--- src/rtl/nic8_pkg.sv ---
// Shared types for the nic8 Q-register output path: formatter and UART state
// encodings, the ASCII digit base and one double-dabble step.
package nic8_pkg;

    typedef enum logic [2:0] {
        IDLE,
        CONV,
        SEND_H,
        SEND_T,
        SEND_O,
        SEND_EOL
    } fmt_state_t;

    typedef enum logic [1:0] {
        U_IDLE,
        U_START,
        U_DATA,
        U_STOP
    } uart_state_t;

    localparam logic [7:0] ASCII_ZERO = 8'h30;

    // Layout {hundreds[19:16], tens[15:12], ones[11:8], binary[7:0]}:
    // correct every BCD digit >= 5 by +3, then shift the whole vector left once.
    function automatic logic [19:0] dd_step(input logic [19:0] v);
        logic [19:0] t;
        t = v;
        if (t[19:16] >= 4'd5) t[19:16] = t[19:16] + 4'd3;
        if (t[15:12] >= 4'd5) t[15:12] = t[15:12] + 4'd3;
        if (t[11:8]  >= 4'd5) t[11:8]  = t[11:8]  + 4'd3;
        return {t[18:0], 1'b0};
    endfunction

endpackage

--- src/rtl/uart_tx8n1.sv ---
// UART 8N1 transmitter: start bit, eight data bits LSB first, stop bit,
// each bit held for CLKS_PER_BIT clocks.
module uart_tx8n1
    import nic8_pkg::*;
#(
    parameter int CLKS_PER_BIT = 16
) (
    input  logic       clk,
    input  logic       resetBar,
    input  logic [7:0] charData,
    input  logic       charValid,
    output logic       charReady,
    output logic       txd
);

    localparam int CW = $clog2(CLKS_PER_BIT);
    localparam logic [CW-1:0] LAST_CNT = CW'(CLKS_PER_BIT - 1);

    uart_state_t   state;
    logic [CW-1:0] bit_cnt;
    logic [2:0]    bit_idx;
    logic [7:0]    shreg;

    // Handshake: a byte transfers on a posedge where charValid && charReady;
    // charReady is high exactly while the transmitter is idle.
    assign charReady = (state == U_IDLE);

    always_ff @(posedge clk or negedge resetBar) begin
        if (!resetBar) begin
            state   <= U_IDLE;
            bit_cnt <= '0;
            bit_idx <= '0;
            shreg   <= '0;
            txd     <= 1'b1;
        end else begin
            case (state)
                U_IDLE: begin
                    if (charValid) begin
                        shreg   <= charData;
                        txd     <= 1'b0;
                        bit_cnt <= '0;
                        state   <= U_START;
                    end
                end
                U_START: begin
                    if (bit_cnt == LAST_CNT) begin
                        bit_cnt <= '0;
                        bit_idx <= '0;
                        txd     <= shreg[0];
                        state   <= U_DATA;
                    end else begin
                        bit_cnt <= bit_cnt + 1'b1;
                    end
                end
                U_DATA: begin
                    if (bit_cnt == LAST_CNT) begin
                        bit_cnt <= '0;
                        if (bit_idx == 3'd7) begin
                            txd   <= 1'b1;
                            state <= U_STOP;
                        end else begin
                            bit_idx <= bit_idx + 1'b1;
                            shreg   <= {1'b0, shreg[7:1]};
                            txd     <= shreg[1];
                        end
                    end else begin
                        bit_cnt <= bit_cnt + 1'b1;
                    end
                end
                U_STOP: begin
                    if (bit_cnt == LAST_CNT) begin
                        bit_cnt <= '0;
                        state   <= U_IDLE;
                    end else begin
                        bit_cnt <= bit_cnt + 1'b1;
                    end
                end
                default: state <= U_IDLE;
            endcase
        end
    end

endmodule

--- src/rtl/qout_uart_tx.sv ---
// Captures every Q load into a FIFO, formats it as "%03d" plus EOL_CHAR and
// streams the text out over a UART 8N1 line.
module qout_uart_tx
    import nic8_pkg::*;
#(
    parameter int         CLKS_PER_BIT = 16,
    parameter int         FIFO_DEPTH   = 4,
    parameter logic [7:0] EOL_CHAR     = 8'h0A
) (
    input  logic                        clk,
    input  logic                        resetBar,
    input  logic                        qWrite,
    input  logic [7:0]                  qData,
    output logic                        txd,
    output logic                        busy,
    output logic                        overflow,
    output logic [$clog2(FIFO_DEPTH):0] fifoCount
);

    localparam int PW   = $clog2(FIFO_DEPTH);
    localparam int CNTW = PW + 1;
    localparam logic [CNTW-1:0] FULL_CNT = CNTW'(FIFO_DEPTH);

    logic [7:0]      mem [FIFO_DEPTH];
    logic [PW-1:0]   wr_ptr;
    logic [PW-1:0]   rd_ptr;
    logic [CNTW-1:0] count;
    logic            push;
    logic            pop;

    fmt_state_t  fmt_state;
    logic [19:0] dd;
    logic [19:0] dd_next;
    logic [2:0]  conv_cnt;
    logic        char_valid;
    logic [7:0]  char_byte;
    logic        char_ready;

    assign pop  = (fmt_state == IDLE) && (count != '0);
    // A full FIFO still accepts a write on the edge that frees a slot.
    assign push = qWrite && ((count != FULL_CNT) || pop);

    always_ff @(posedge clk) begin
        if (push) mem[wr_ptr] <= qData;
    end

    always_ff @(posedge clk or negedge resetBar) begin
        if (!resetBar) begin
            wr_ptr   <= '0;
            rd_ptr   <= '0;
            count    <= '0;
            overflow <= 1'b0;
        end else begin
            if (push) wr_ptr <= wr_ptr + 1'b1;
            if (pop)  rd_ptr <= rd_ptr + 1'b1;
            case ({push, pop})
                2'b10:   count <= count + 1'b1;
                2'b01:   count <= count - 1'b1;
                default: count <= count;
            endcase
            if (qWrite && !push) overflow <= 1'b1;
        end
    end

    always_comb begin
        dd_next = dd_step(dd);
    end

    always_ff @(posedge clk or negedge resetBar) begin
        if (!resetBar) begin
            fmt_state  <= IDLE;
            dd         <= '0;
            conv_cnt   <= '0;
            char_valid <= 1'b0;
            char_byte  <= '0;
        end else begin
            case (fmt_state)
                IDLE: begin
                    if (pop) begin
                        dd        <= {12'd0, mem[rd_ptr]};
                        conv_cnt  <= '0;
                        fmt_state <= CONV;
                    end
                end
                CONV: begin
                    dd       <= dd_next;
                    conv_cnt <= conv_cnt + 1'b1;
                    if (conv_cnt == 3'd7) begin
                        char_valid <= 1'b1;
                        char_byte  <= ASCII_ZERO + {4'd0, dd_next[19:16]};
                        fmt_state  <= SEND_H;
                    end
                end
                SEND_H: begin
                    if (char_ready) begin
                        char_byte <= ASCII_ZERO + {4'd0, dd[15:12]};
                        fmt_state <= SEND_T;
                    end
                end
                SEND_T: begin
                    if (char_ready) begin
                        char_byte <= ASCII_ZERO + {4'd0, dd[11:8]};
                        fmt_state <= SEND_O;
                    end
                end
                SEND_O: begin
                    if (char_ready) begin
                        char_byte <= EOL_CHAR;
                        fmt_state <= SEND_EOL;
                    end
                end
                SEND_EOL: begin
                    if (char_ready) begin
                        char_valid <= 1'b0;
                        fmt_state  <= IDLE;
                    end
                end
                default: fmt_state <= IDLE;
            endcase
        end
    end

    uart_tx8n1 #(
        .CLKS_PER_BIT(CLKS_PER_BIT)
    ) u_uart (
        .clk      (clk),
        .resetBar (resetBar),
        .charData (char_byte),
        .charValid(char_valid),
        .charReady(char_ready),
        .txd      (txd)
    );

    assign fifoCount = count;
    assign busy      = (count != '0) || (fmt_state != IDLE) || !char_ready;

endmodule

--- config.mk ---
export PLATFORM = sky130hd
export DESIGN_NAME = qout_uart_tx
export DESIGN_NICKNAME = d
export VERILOG_FILES = /design/src/rtl/nic8_pkg.sv /design/src/rtl/uart_tx8n1.sv /design/src/rtl/qout_uart_tx.sv
export SDC_FILE = /design/constraint.sdc
export NUM_CORES = 1
export LEC_CHECK = 0
export ABC_AREA = 1
export CAP_MARGIN = 10
export CORE_UTILIZATION = 50
export DETAILED_ROUTE_END_ITERATION = 10
export PLACE_DENSITY = 0.71
export SLEW_MARGIN = 25
export SYNTH_ARGS = -nofsm -noshare
export SYNTH_HDL_FRONTEND = slang
export SYNTH_SLANG_ARGS = --single-unit
--- constraint.sdc ---
create_clock -name clk -period 1.9 [get_ports clk]
set_input_delay 0.38 -clock clk [delete_from_list [all_inputs] [get_ports clk]]
set_output_delay 0.38 -clock clk [all_outputs]
set_load 0.1 [all_outputs]
== Yosys cells after proc, flatten, opt, wreduce, memory -nomap -nowiden ==
Memory sizes are Yosys's and may differ from the RTL's.
Cells that the tools add are included.

* Flip-flop bits (word level): 61
* Memory bits (writable): 32
* Output and inout port bits: 6
* Logic and storage cells: 132
* Memories kept: 1

* Add/sub/neg operators: 13
* Order comparisons: 3
* Eq/ne operators: 26
* Multiplexer cells: 47
* Reductions and logical operators: 28

{| class="wikitable"
|+ Memory list
! memory !! depth !! width !! read ports !! clocked after memory_dff !! wr ports !! line !! source
|-
| mem || 4 || 8 || 1 || 0 || 1 || qout_uart_tx.sv:24 || <nowiki>logic [7:0] mem [FIFO_DEPTH];</nowiki>
|}

{| class="wikitable"
|+ Operators by type and width
! cell !! count
|-
| two-way mux 8 bit || 7
|-
| one-hot mux 20 bit (2 select lines) || 1
|-
| two-way mux 3 bit || 11
|-
| one-hot mux 8 bit (4 select lines) || 1
|-
| adder 6 x 4 -> 7 bit (first input constant) || 3
|-
| two-way mux 20 bit || 1
|-
| one-hot mux 3 bit (2 select lines) || 3
|-
| one-hot mux 3 bit (6 select lines) || 1
|-
| two-way mux 4 bit || 4
|-
| inequality test 2 bit (second input constant) || 8
|-
| one-hot mux 8 bit (2 select lines) || 1
|-
| == test 3 bit (second input constant) || 4
|-
| >= comparator 4 x 3 -> 1 bit (second input constant) || 3
|-
| AND reduction 4 bit || 3
|-
| two-way mux 2 bit || 5
|-
| AND reduction 5 bit || 2
|-
| nonzero test 2 bit || 5
|-
| adder 3 x 1 -> 3 bit (second input constant) || 3
|-
| nonzero test 3 bit || 3
|-
| adder 4 x 2 -> 4 bit (second input constant) || 2
|-
| two-way mux 1 bit || 8
|-
| inequality test 2 x 1 -> 1 bit (second input constant) || 4
|-
| one-hot mux 2 bit (4 select lines) || 1
|-
| one-hot mux 4 bit (2 select lines) || 1
|-
| other kinds (22) || 32
|}

== Depth between registers and ports, before layout ==
Gate-level depths: netlist of run 1.

* Word-level depth: 6
* Depth in mapped cells: 11
* Mapped depth without buffers: 10

== Hierarchy ==
From an unflattened synthesis of run 1, not the netlist that was laid out.

* Cell total of the unflattened synthesis: 511
* Area total of the unflattened synthesis: 4668.2 sq um

{| class="wikitable"
|+ By module, submodules not included
! module !! instances !! cells each !! area each (sq um) !! sequential area each (sq um)
|-
| qout_uart_tx || 1 || 359 || 3510.9 || 1961.9
|-
| uart_tx8n1 || 1 || 152 || 1157.4 || 451.7
|}

== Least setup slack after synthesis of run 1 ==
OpenSTA, ideal clock, no wires.

* Path type: reg-to-output
* Start point: register count[0], in the netlist fifoCount[0]
* End point: output port busy
* Arrival time: 2.124 ns
* Setup slack: -0.604 ns
* Stages on the path, launching flop included: 5
* Buffers on the path: 0
* Cell sequence: dfrtp_1 inv_1 nand3_1 nor2_1 nand2_1

* Cells in the longest elaborated chain, start to end: 3

{| class="wikitable"
|+ RTL lines
! what !! line !! source
|-
| start: declaration || qout_uart_tx.sv:27 || <nowiki>logic [CNTW-1:0] count;</nowiki>
|-
| start signal: assignment || qout_uart_tx.sv:57 || <nowiki>2'b10: count <= count + 1'b1;</nowiki>
|-
| start signal: assignment || qout_uart_tx.sv:58 || <nowiki>2'b01: count <= count - 1'b1;</nowiki>
|-
| start signal: assignment || qout_uart_tx.sv:59 || <nowiki>default: count <= count;</nowiki>
|-
| nonzero test 3 bit || qout_uart_tx.sv:135 || <nowiki>assign busy = (count != '0) || (fmt_state != IDLE) || !char_ready;</nowiki>
|-
| logical OR 1 bit (2 in a row) || qout_uart_tx.sv:135 ||
|-
| end: declaration || qout_uart_tx.sv:15 || <nowiki>output logic busy,</nowiki>
|}

Every way passes these cells.

== Worst setup path in the final report of run 1 ==
Same ends and word-level chain as after synthesis.

==> results of run 1 <==
==> per-layer routing <==
layer / routed length, µm / global-route usage, %
met1: 3740 / 26.3
met2: 3960 / 31.7
met3: 248 / 3.75
met4: 153 / 7.70
met5: 0 / 0
==> worst paths after layout <==
check / startpoint / depth (start not counted) / to / slack (ns)
max: fifoCount[0] / 5 / busy / 0.05
min: resetBar / 2 / dd[18] / 0.48
max reg2reg: fmt_state[1] / 11 / fifoCount[2] / 0.13
min reg2reg: char_byte[0] / 2 / char_byte[0] / 0.50
max in group asynchronous: resetBar / 3 / u_uart.txd / 0.81
min in group clk: char_byte[0] / 2 / char_byte[0] / 0.50
==> final cells by class <==
type	count	area, µm²
tap	105	131
fill	714	3280
clock inverter	7	67.6
inverter	57	221
multi-input combinational	303	1730
sequential	88	2380
clock buffer	9	124
timing repair buffer	36	368
==> cells by family (layout without fill, tap and decap cells) <==
group,count (synthesis),after routing,share of synthesized area (%)
simple gates,199,199,21.2
flops,88,88,54.5
compound gates,79,79,10.8
buf+inv,67,109,6.60
fa+ha+maj,20,20,5.94
xor+xnor,5,5,1.01
==> per-stage QoR <==
stage / instance area (µm²) / hold WS [ns] / std cells / power [mW]
after floorplan: 4360 / 0.0844 / 458 / 2.88
after global placement: 4730 / 0.347 / 582 / 3.21
after detailed placement: 4730 / 0.351 / 582 / 3.24
after CTS: 4970 / 0.492 / 601 / 4.58
after global routing: 5020 / 0.514 / 605 / 4.73
final: 5020 / 0.479 / 605 / 4.53
==> worst max-delay path, cell delays in order, from the launching register on <==
cell and delay (ns):
dfrtp_4 0.52, inv_4 0.09, nand3_4 0.11, nor2_4 0.14, nand2_2 0.08, buf_12 0.17
==> power by group <==
group | internal [mW] | leakage [nW] | switching, mW
combinational | 0.337 | 1.23 | 0.629
sequential | 2.19 | 0.955 | 0.0948
clock | 0.517 | 0.0966 | 0.758
==> cell usage after synthesis, drive strengths merged <==
master  count
a22o        1
xor2        4
o221ai      7
o21a        1
nand3      47
a31oi       4
nand4       3
o21ai      44
nor2       34
dfrtp      55
o22ai       4
a22oi       3
ha         19
a31o        1
inv        56
o211ai      2
edfxtp     32
buf         9
fa          1
nand2     113
a21oi      11
nor3        2
xnor2       1
o31ai       1
clkbuf      1
dfstp       1
clkinv      1
==> state kept, by name (all words and copies together) (netlist names) <==
| name | flops |
|---|---|
| char_byte | 5 |
| char_valid | 1 |
| conv_cnt | 3 |
| dd | 20 |
| fifoCount | 3 |
| fmt_state | 3 |
| mem | 32 |
| overflow | 1 |
| rd_ptr | 2 |
| u_uart.bit_cnt | 4 |
| u_uart.bit_idx | 3 |
| u_uart.shreg | 6 |
| u_uart.state | 2 |
| u_uart.txd | 1 |
| wr_ptr | 2 |
==> layout by cell type, fill, tap and decap left out, types with 4 or more instances in the layout <==
| cell type | count |
|---|---|
| nand2_1 | 103 |
| nand2_4 | 4 |
| clkbuf_8 | 9 |
| o221ai_1 | 7 |
| nor2_4 | 4 |
| inv_2 | 5 |
| nand3_1 | 44 |
| inv_1 | 48 |
| dfrtp_1 | 50 |
| nor2_2 | 5 |
| o22ai_1 | 4 |
| o21ai_0 | 37 |
| a21oi_1 | 11 |
| edfxtp_1 | 32 |
| a31oi_1 | 4 |
| buf_4 | 19 |
| clkdlybuf4s50_1 | 9 |
| nor2_1 | 25 |
| ha_1 | 17 |
| nand2_2 | 6 |
| xor2_1 | 4 |
| buf_12 | 6 |
| o21ai_1 | 6 |
==> repair_timing <==
action	CTS	global route
hold buffers	1	0
setup endpoints to repair	1	2
pin swaps	1	2
gates resized for setup	11	4
endpoints found under the hold margin	17	0
setup buffers	2	4
==> results_dict.tcl, run 1 <==
set metrics [dict create \
    yosysSeqAreaShare_pct 54.5 \
    grt_max_degree 40 \
    clock_path_buffers 2 \
    wirelength_mm 8.10 \
    htreeDepth 3 \
    io_pins 17 \
    place_worst_setup_slack_ns 0.00506 \
    clock_skew_ns 0.0116 \
    finalHoldViolations 0 \
    worstPathArrival_ns 1.47 \
    setup_violations 0 \
    fmaxAchievable_ghz 0.540 \
    drtAntennaViolNets 0 \
    post-route-util_pct 60.5 \
    synth_top_area_share_pct 31.7 \
    critPathMaxFanout 4 \
    fin_setup_tns_ns 0 \
    cts.clk_slew.worst_paths_ns 0.10 \
    clkLatencyLatePin_ns 0.36 \
    post-route-period-util_pct 97.5 \
    clock-sinks 88 \
    grt_usage_pct 19.7 \
    critPathRequiredTime_ns 1.52 \
    hp-class "in -> async" \
    fin_nets 526 \
    core.rowCount 33 \
    maxCapViolCount 0 \
    irDropWorstVdd_uv 628 \
    period_needed_ns 1.85 \
    place_congestion 0.811 \
    root_buffer "clkbuf_8" \
    overflow 0 \
    initial_core_util_pct 52.3 \
    synth_cells 458 \
    die_x_um 95.2 \
    cp-start-kind "register" \
    tritoncts "built" \
    worstSetupPathType "reg -> out" \
    setup_slack_ns 0.0484 \
    outcome "completed" \
    die_h_um 95.2 \
    grt_pass1_vias 3038 \
    postSynthAreaPerCell_um2 9.47 \
    hpwl_mm 5.80 \
    via_per_inst 5.32 \
    die_area_mm2 0.00905 \
    wl_per_cell_um 13.4 \
    slew_viol_final 0 \
    relSlewSlack_pct 69.6 \
    crit_path_end_kind "output pin" \
    drt_first_pass_iters 5 \
    syn_to_final_growth_pct 15.7 \
    ys_ff_latch 88 \
    leakage_nw 2.29 \
    ys_warn_count 0 \
    synth_area_leaders "dfrtp_1 (32%), edfxtp_1 (22%), nand2_1 (9.0%)" \
    grt_pass1_wl_mm 13.8 \
    io_buffers 16 \
    yosys.area.top_type "dfrtp_1" \
    diodes 0 \
    drtIter0Drc 119 \
    synth_cell_types 40 \
    drive_gt1_share_pct 16.6 \
    numCtsBuffers 9 \
    vias 3218 \
    tightest_slew_ns 0.453 \
    drc 0 \
    synth_nets 489 \
    core_region_area_mm2 0.00830 \
    p_per_area_mw_per_mm2 902 \
    syn_area_mm2 0.00434 \
    antenna_found_initial 0 \
]
(Power assumes the default switching activity.)
==> run 2: changes to the inputs <==
- CORE_UTILIZATION: 50 -> 55
- PLACE_DENSITY: 0.71 -> 0.76
- SKIP_LAST_GASP: not set -> 1
- clock period: 1.9 -> 2.3 ns (I/O delays scaled with it)
==> run 2 against run 1 <==
  * Sequential share of layout area rose by 1.8 points
  * First-iteration DRC count rose by 38%
  * Worst hold slack got worse by 0.44 ns
  * Largest power group unchanged
  * Clock power fell by 23%
  * Total power fell by 23%
  * Critical path type unchanged
==> results_dict.tcl, run 2 (synthesized netlist as in run 1, its figures left out) <==
set metrics [dict create \
    outcome "completed" \
    leakage_nw 2.20 \
    antenna_found_initial 0 \
    grt_usage_pct 20.6 \
    layout_commonest_cell "nand2_1" \
    setup_violations 0 \
    diodes 0 \
    vias 3133 \
    wl_per_cell_um 13.1 \
    core.rowCount 32 \
    io_pins 17 \
    critPathRequiredTime_ns 1.84 \
    worstPathArrival_ns 1.64 \
    core_region_area_mm2 0.00769 \
    drc 0 \
    drtIter0Drc 164 \
    place_congestion 0.845 \
    grt_pass1_wl_mm 13.6 \
    via_per_inst 5.31 \
    clkLatencyLatePin_ns 0.36 \
    cts.clk_slew.worst_paths_ns 0.09 \
    layout_common_cells "nand2_1 (103), dfrtp_1 (53), inv_1 (51), nand3_1 (45), o21ai_0 (38)" \
    die_h_um 90.8 \
    worstSetupPathType "reg -> out" \
    ctsHoldBuffers 0 \
    timing.rr.start "fmt_state[0]" \
    root_buffer "clkbuf_8" \
    maxCapViolCount 0 \
    grt_setup_unrepaired "false" \
    p_per_area_mw_per_mm2 728 \
    critPathMaxFanout 4 \
    clock_path_buffers 2 \
    initial_core_util_pct 56.4 \
    fin_setup_tns_ns 0 \
    grt_pass1_vias 3104 \
    irDropWorstVdd_uv 605 \
    dp_cells 574 \
    clock-sinks 88 \
    grt_max_degree 39 \
    relSlewSlack_pct 70.3 \
    rrSetupSlack_ns 0.40 \
    cts.repair.resized 0 \
    clock_skew_ns 0.00911 \
    wirelength_mm 7.73 \
    drtAntennaViolNets 0 \
    hp-class "in -> async" \
    reg.largest.list "mem x32, dd x20, u_uart.shreg x6" \
    overflow 0 \
    io_buffers 16 \
    tightest_slew_ns 0.446 \
    place_worst_setup_slack_ns 0.162 \
    period_needed_ns 2.10 \
    top_register "mem" \
    setup_slack_ns 0.204 \
    tritoncts "built" \
    drt_first_pass_iters 4 \
    power_mw 3.50 \
    hpwl_mm 5.60 \
    numCtsBuffers 9 \
    finalHoldViolations 0 \
    largest_reg_flops 32 \
    cts_setup_buffers 0 \
    drive_gt1_share_pct 12.7 \
    fin_nets 514 \
    final_cells 590 \
    slew_viol_final 0 \
    reg2regPathDepth 10 \
    die_area_mm2 0.00825 \
    cp-start-kind "register" \
    reg2reg_to "fifoCount[2]" \
    fmaxAchievable_ghz 0.477 \
    post-route-period-util_pct 91.1 \
    syn_to_final_growth_pct 10.8 \
    die_x_um 90.8 \
    htreeDepth 3 \
    crit_path_end_kind "output pin" \
]
[run 2: cell count changes in the layout (fill, tap and decap cells not counted), moves of 2 or more]
cell | previous run | this run
buf_4 | 19 | 12
buf_12 | 6 | 2
clkinvlp_4 | 1 | 4
dfrtp_1 | 50 | 53
dfrtp_4 | 3 | 0
inv_1 | 48 | 51
inv_8 | 3 | 0
clkinv_4 | 0 | 2
ha_1 | 17 | 19
inv_4 | 3 | 1
inv_6 | 3 | 1
[run 2: area by class of cell]
cell class	instances	area, µm²
Fill cell	660	2880
Sequential cell	88	2370
Multi-Input combinational cell	303	1690
Timing Repair Buffer	24	225
Inverter	57	216
Tap cell	102	128
Clock buffer	9	124
Clock inverter	7	56.3
[run 2: worst max-delay path by stage]
stage / startpoint / endpoint / slack, ns
floorplan: fifoCount[2] / fifoCount[2] / 0.07
global placement: qWrite / fifoCount[2] / 0.26
detailed placement: qWrite / fifoCount[2] / 0.16
CTS: fifoCount[0] / busy / 0.12
global route: fifoCount[0] / busy / 0.07
finish: fifoCount[0] / busy / 0.20
[run 2: per-layer routing]
metal	wire length [µm]	GRT usage [%]	up-vias
met2	3940	35.7	52
met3	219	3.96	9
met4	107	8.47	0
met1	3460	25.2	1488
li1	-	-	1584
met5	0	0	-
[run 2: critical path, stage by stage, from the launching register on]
cell and delay [ns]:
dfrtp_2 0.43, inv_1 0.12, nand3_1 0.22, nor2_2 0.22, nand2_2 0.10, buf_12 0.19
[run 2: power by group]
part | internal (mW) | leakage [nW] | switching (mW)
clock | 0.399 | 0.0781 | 0.574
sequential | 1.80 | 0.958 | 0.0611
combinational | 0.184 | 1.16 | 0.485
total | 2.38 | 2.20 | 1.12
[run 2: through the flow]
step	area [µm²]	hold slack, ns	utilization, %
2_1_floorplan	4340	0.164	-
3_3_place_gp	4630	0.437	60.2
3_5_place_dp	4630	0.445	60.2
4_1_cts	4810	0.0475	62.5
5_1_grt	4810	0.0634	62.6
6_report	4810	0.0358	62.6
